`config.mk`:
```
export PLATFORM = sky130hd
export DESIGN_NAME = conv_encoder_framer_flat
export DESIGN_NICKNAME = d
export VERILOG_FILES = /design/src/rtl/conv_encoder_framer_if.sv /design/src/rtl/conv_encoder_framer.sv /design/src/flat_wrapper.sv
export SDC_FILE = /design/constraint.sdc
export NUM_CORES = 1
export LEC_CHECK = 0
export ABC_AREA = 1
export BUFFER_PORTS_ARGS = -buffer_cell sky130_fd_sc_hd__clkbuf_2
export CAP_MARGIN = 30
export CORE_MARGIN = 10
export CORE_UTILIZATION = 45
export CTS_BUF_LIST = sky130_fd_sc_hd__clkbuf_2
export DETAILED_ROUTE_END_ITERATION = 10
export PLACE_DENSITY = 0.72
export REMOVE_ABC_BUFFERS = 1
export SLEW_MARGIN = 20
export SYNTH_ARGS = -nofsm -noshare
export SYNTH_HDL_FRONTEND = slang
export SYNTH_SLANG_ARGS = --single-unit
```
`constraint.sdc`:
```
create_clock -name clk -period 1.7 [get_ports clk]
set_input_delay 0.085 -clock clk [delete_from_list [all_inputs] [get_ports clk]]
set_output_delay 0.085 -clock clk [all_outputs]
set_load 0.01 [all_outputs]
```
`src/rtl/conv_encoder_framer_if.sv`:
```
`default_nettype none
// ============================================================================
// conv_encoder_framer_if : bit-load, start and symbol-stream handshake bundle
// Revision: 1.0
// ============================================================================
interface conv_encoder_framer_if #(
  parameter int CNT_W = 6
) ();
  logic             in_valid;
  logic             in_bit;
  logic             in_ready;
  logic             start;
  logic             sym_valid;
  logic [1:0]       sym_out;
  logic             sym_ready;
  logic             busy;
  logic             frame_done;
  logic [CNT_W-1:0] bit_count;

  modport master (
    output in_valid, in_bit, start, sym_ready,
    input  in_ready, sym_valid, sym_out, busy, frame_done, bit_count
  );

  modport slave (
    input  in_valid, in_bit, start, sym_ready,
    output in_ready, sym_valid, sym_out, busy, frame_done, bit_count
  );
endinterface
`default_nettype wire

```
`src/rtl/conv_encoder_framer.sv`:
```
`default_nettype none
// ============================================================================
// conv_encoder_framer : buffers a frame and streams K=3 (7,5) rate-1/2 symbols
// Optional macro TAIL_FLUSH_EN appends two zero tail bits. Revision: 1.0
// ============================================================================
module conv_encoder_framer #(
  parameter int MAX_BITS = 32,
  parameter int CNT_W    = 6
) (
  input logic                  clk,
  input logic                  rst_n,
  conv_encoder_framer_if.slave bus
);

  localparam int IDX_W = (MAX_BITS > 1) ? $clog2(MAX_BITS) : 1;
`ifdef TAIL_FLUSH_EN
  localparam logic [CNT_W-1:0] TAIL_LEN = CNT_W'(2);
`else
  localparam logic [CNT_W-1:0] TAIL_LEN = CNT_W'(0);
`endif

  typedef enum logic [1:0] {
    ST_IDLE   = 2'd0,
    ST_ENCODE = 2'd1,
    ST_DONE   = 2'd2
  } state_t;

  state_t              state_q, state_d;
  logic [CNT_W-1:0]    bit_count_q, bit_count_d;
  logic [CNT_W-1:0]    rd_idx_q, rd_idx_d;
  logic [1:0]          enc_s_q, enc_s_d;
  logic [MAX_BITS-1:0] buf_q, buf_d;

  logic [CNT_W-1:0] sym_total;
  logic             have_sym;
  logic             cur_bit;
  logic [1:0]       sym_w;
  logic             in_ready_w;
  logic             xfer;

  always_comb begin
    state_d     = state_q;
    bit_count_d = bit_count_q;
    rd_idx_d    = rd_idx_q;
    enc_s_d     = enc_s_q;
    buf_d       = buf_q;

    sym_total  = bit_count_q + TAIL_LEN;
    have_sym   = (state_q == ST_ENCODE) && (rd_idx_q < sym_total);
    // Indices past the buffered bits are tail positions and encode as zero.
    cur_bit    = 1'b0;
    if (rd_idx_q < bit_count_q) begin
      cur_bit = buf_q[rd_idx_q[IDX_W-1:0]];
    end
    sym_w      = have_sym ? {enc_s_q[1] ^ enc_s_q[0] ^ cur_bit, enc_s_q[1] ^ cur_bit} : 2'b00;
    in_ready_w = (state_q == ST_IDLE) && (bit_count_q < CNT_W'(MAX_BITS));
    xfer       = have_sym && bus.sym_ready;

    case (state_q)
      ST_IDLE: begin
        if (bus.in_valid && in_ready_w) begin
          buf_d[bit_count_q[IDX_W-1:0]] = bus.in_bit;
          bit_count_d                   = bit_count_q + CNT_W'(1);
        end
        if (bus.start) begin
          state_d  = ST_ENCODE;
          enc_s_d  = 2'b00;
          rd_idx_d = '0;
        end
      end
      ST_ENCODE: begin
        if (!have_sym) begin
          state_d = ST_DONE;
        end else if (xfer) begin
          enc_s_d  = {enc_s_q[0], cur_bit};
          rd_idx_d = rd_idx_q + CNT_W'(1);
          if ((rd_idx_q + CNT_W'(1)) == sym_total) begin
            state_d = ST_DONE;
          end
        end
      end
      ST_DONE: begin
        bit_count_d = '0;
        state_d     = ST_IDLE;
      end
      default: begin
        state_d = ST_IDLE;
      end
    endcase
  end

  always_ff @(posedge clk or negedge rst_n) begin
    if (!rst_n) begin
      state_q     <= ST_IDLE;
      bit_count_q <= '0;
      rd_idx_q    <= '0;
      enc_s_q     <= 2'b00;
    end else begin
      state_q     <= state_d;
      bit_count_q <= bit_count_d;
      rd_idx_q    <= rd_idx_d;
      enc_s_q     <= enc_s_d;
    end
  end

  always_ff @(posedge clk) begin
    buf_q <= buf_d;
  end

  assign bus.in_ready   = in_ready_w;
  assign bus.sym_valid  = have_sym;
  assign bus.sym_out    = sym_w;
  assign bus.busy       = (state_q == ST_ENCODE);
  assign bus.frame_done = (state_q == ST_DONE);
  assign bus.bit_count  = bit_count_q;

endmodule
`default_nettype wire

```
`src/flat_wrapper.sv`:
```
// flat-port wrapper written by rule: the top's interface ports become plain ports
module conv_encoder_framer_flat 
#(
  parameter int MAX_BITS = 32,
  parameter int CNT_W    = 6
)
  (clk, rst_n, bus_in_valid, bus_in_bit, bus_start, bus_sym_ready, bus_in_ready, bus_sym_valid, bus_sym_out, bus_busy, bus_frame_done, bus_bit_count);
  conv_encoder_framer_if #(.CNT_W(CNT_W)) bus_i ();
  input logic clk;
  input logic rst_n;
  input wire logic [$bits(bus_i.in_valid)-1:0] bus_in_valid;
  input wire logic [$bits(bus_i.in_bit)-1:0] bus_in_bit;
  input wire logic [$bits(bus_i.start)-1:0] bus_start;
  input wire logic [$bits(bus_i.sym_ready)-1:0] bus_sym_ready;
  output wire logic [$bits(bus_i.in_ready)-1:0] bus_in_ready;
  output wire logic [$bits(bus_i.sym_valid)-1:0] bus_sym_valid;
  output wire logic [$bits(bus_i.sym_out)-1:0] bus_sym_out;
  output wire logic [$bits(bus_i.busy)-1:0] bus_busy;
  output wire logic [$bits(bus_i.frame_done)-1:0] bus_frame_done;
  output wire logic [$bits(bus_i.bit_count)-1:0] bus_bit_count;
  assign bus_i.in_valid = bus_in_valid;
  assign bus_i.in_bit = bus_in_bit;
  assign bus_i.start = bus_start;
  assign bus_i.sym_ready = bus_sym_ready;
  assign bus_in_ready = bus_i.in_ready;
  assign bus_sym_valid = bus_i.sym_valid;
  assign bus_sym_out = bus_i.sym_out;
  assign bus_busy = bus_i.busy;
  assign bus_frame_done = bus_i.frame_done;
  assign bus_bit_count = bus_i.bit_count;
  conv_encoder_framer #(.MAX_BITS(MAX_BITS), .CNT_W(CNT_W)) u_core (.clk(clk), .rst_n(rst_n), .bus(bus_i));
endmodule
```
==> results.toml <==
[worst_setup_path]
cp_data_arrival_time_ps = 2170
cp_slowest_cell = "dfrtp_2"
worstPathCellList = "ha_4, inv_2, o21bai_1, nand4_1, nand3_2, nor2_2, buf_4, inv_1, nor2_1, buf_2"
cp-end-kind = "primary output"
reg2reg_from = "u_core.rd_idx_q[0]"
worstReg2RegEnd = "u_core.state_q[1]"
worstPathMaxFanout = 3
worst_setup_path_start_kind = "flip-flop"
r2r_slack_ps = -200
worstPathRequired_ps = 1620
crit_type = "reg -> out"
r2r.worst_path.cells = 11
slowest_delay_ps = 520

[timing]
skew_ps = 7.68
setup-tns-final_ps = -3340
fmaxAchievable_mhz = 443
timing.max_slew.rel_slack_pct = 64.0
hold_slack_ps = 44.4
rsz0062_at_grt = "yes"
worst_pin_slew_ps = 540
hold_violations = 0
slew_viol_final = 0
fin_crit_ps = 2260
final.period_utilization_pct = 133
final.setup.worst_slack_ps = -559
finalSetupViolCount = 13

[power_and_ir_drop]
p_leak_nw = 1.53
irDropWorstVdd_mv = 0.928
p_total_mw = 5.88
pwr-share-comb_pct = 62.2
power_frac_seq_pct = 26.7
p_per_area_nw_per_um2 = 1670
clkPwrFrac_pct = 11.1
p_sw_mw = 2.66
p_sw_share_pct = 45.3
internal_power_mw = 3.21

[placement]
dp_slack_ps = -16.8
place_congestion = 0.844
placed_cells = 395
port_buffers = 17
place_hpwl_mm = 4.45
postPlaceCellArea_um2 = 2880

[status]
violations = "setup timing"
outcome = "complete, but fails checks"

[synth]
yosys_register_bits = 48
synth_warnings = 0
syn_area_per_cell_um2 = 8.99
syn-cell-area_um2 = 2580
synth_cells = 287
ys_types = 27
synth-seq-area-share_pct = 52.8

[clock_tree]
clockBufferDepth = 2
clk_latency_ps = 450
cts_max_level = 2
path_clk_slew_ps = 250
root_buffer = "clkbuf_2"
cts_tree = "built"
cts_buffers = 5
clkSinkCount = 48

[cells_and_area]
final_common_cell = "nand2_1"
regArea_um2 = 1360
multiInputGateArea_um2 = 1390
syn2layout_area_growth_pct = 36.4
finalNetCount = 363
utilization_pct = 63.5
diodes = 0
final_cell_mix = "nand2_1 (49), edfxtp_1 (32), nor2_1 (31)"
fillers = 411
fin_area_um2 = 3520
instances_no_fill = 419
drive_gt1_share_pct = 45.0

[floorplan]
die_h_um = 95.7
die_x_um = 95.7
fp.dieArea_um2 = 9160
core-area_um2 = 5540
rows = 27
io_pins = 18
start_util_pct = 46.5

[job]
maxCapViolCount = 0

[drt]
final_antenna_net_count = 0
vias = 2316
drt-pass1-iter-count = 4
avgViaCountPerCell = 5.53
wl_per_cell_um = 17.1
drtIter0Drc = 182
drt-total-wl_mm = 7.16
drc = 0

[global_routing]
overflow = 0
grt_max_degree = 33
grt.total_usage_pct = 13.8
grt_pass1_vias = 2104
antenna_found_initial = 0
grt_first_pass_wirelength_mm = 10.1

[min_path]
min_path_type = "in -> async"
[cells by family after synthesis]
| group | count (synthesis) | synth area share (%) |
|---|---|---|
| xor+xnor | 5 | 1.70 |
| compound gates | 21 | 4.80 |
| fa+ha+maj | 11 | 5.34 |
| simple gates | 164 | 28.2 |
| flops | 48 | 52.8 |
| buf+inv | 38 | 7.13 |
[cells in the mapped netlist]
cell type   n  area share, %
a211oi_1    2           0.58
a21oi_1     4           0.78
a21oi_2     1           0.34
buf_4       2           0.58
buf_6       2           0.87
buf_8       1           0.58
clkinv_1    1           0.15
dfrtp_1    16             16
edfxtp_1   32             37
ha_1       11            5.3
inv_1      21            3.1
inv_2      10            1.5
inv_8       1           0.44
nand2_1    71             10
nand2_2     5            1.2
nand3_1    33            6.4
nand3_2     3            1.2
nand3b_1    1           0.29
nand4_1     4           0.97
nor2_1     38            5.5
nor2_2      4           0.97
nor3_1      3           0.58
nor3_2      2           0.78
o21ai_1     7            1.4
o21bai_1    1           0.29
o22ai_1     6            1.5
xor2_1      5            1.7
[worst max path at each step]
| stage | from | end | slack, ps | cells after the start |
|---|---|---|---|---|
| 6_report | u_core.rd_idx_q[1] | bus_sym_out[1] | -560 | 10 |
| 3_5_place_dp | u_core.bus.bit_count[5] | bus_sym_out[1] | -20 | 12 |
| 4_1_cts | u_core.rd_idx_q[1] | bus_sym_out[1] | -490 | 12 |
| 3_3_place_gp | u_core.rd_idx_q[1] | u_core.state_q[0] | 20 | 11 |
| 5_1_grt | u_core.rd_idx_q[0] | bus_sym_out[1] | -690 | 13 |
| 2_1_floorplan | u_core.bus.bit_count[3] | u_core.enc_s_q[0] | -210 | 10 |
[registers in the layout, indices dropped and copies added, names as in the netlist]
name,flops
u_core.rd_idx_q,6
u_core.enc_s_q,2
u_core.state_q,2
u_core.bus.bit_count,6
u_core.buf_q,32
[final cells by class]
class | instances | area share (%)
Multi-Input combinational cell | 201 | 39.4
Sequential cell | 48 | 38.7
Timing Repair Buffer | 55 | 12.7
Inverter | 33 | 4.09
Tap cell | 72 | 2.56
Clock inverter | 3 | 1.32
Clock buffer | 5 | 0.711
Timing Repair inverter | 2 | 0.498
[power by group through the flow]
| stage | clock network (mW) | registers [mW] | logic, mW |
|---|---|---|---|
| 2_1_floorplan | 0 | 1.69 | 1.38 |
| 3_3_place_gp | 0 | 1.54 | 2.49 |
| 3_5_place_dp | 0 | 1.55 | 2.54 |
| 4_1_cts | 0.645 | 1.52 | 2.84 |
| 5_1_grt | 0.703 | 1.59 | 3.96 |
| 6_report | 0.651 | 1.57 | 3.66 |
[worst max-delay path, delay by kind of cell (launching register included)]
kind,cells,cell delay [ps]
adder cells (fa/ha/maj),1,230
flip-flops,1,520
AND/OR/NAND/NOR,4,520
AO/OA/AOI/OAI,1,80
buffers and inverters,4,370
[metal layers]
metal	vias to the layer above	global-route usage, %	wire length (um)
met3	20	2.49	448
li1	1079	-	-
met1	1123	18.4	2930
met4	0	5.28	201
met5	-	0	0
met2	94	21.9	3570
[timing repair]
action | in CTS | in global routing
gates resized for setup | 17 | 84
setup buffers | 9 | 4
hold buffers | 3 | 0
hold endpoints to repair | 18 | 0
pin swaps | 7 | 19
endpoints found under the setup margin | 16 | 47
cloned | 0 | 3
Note: power is estimated with default switching activity, not from simulation.
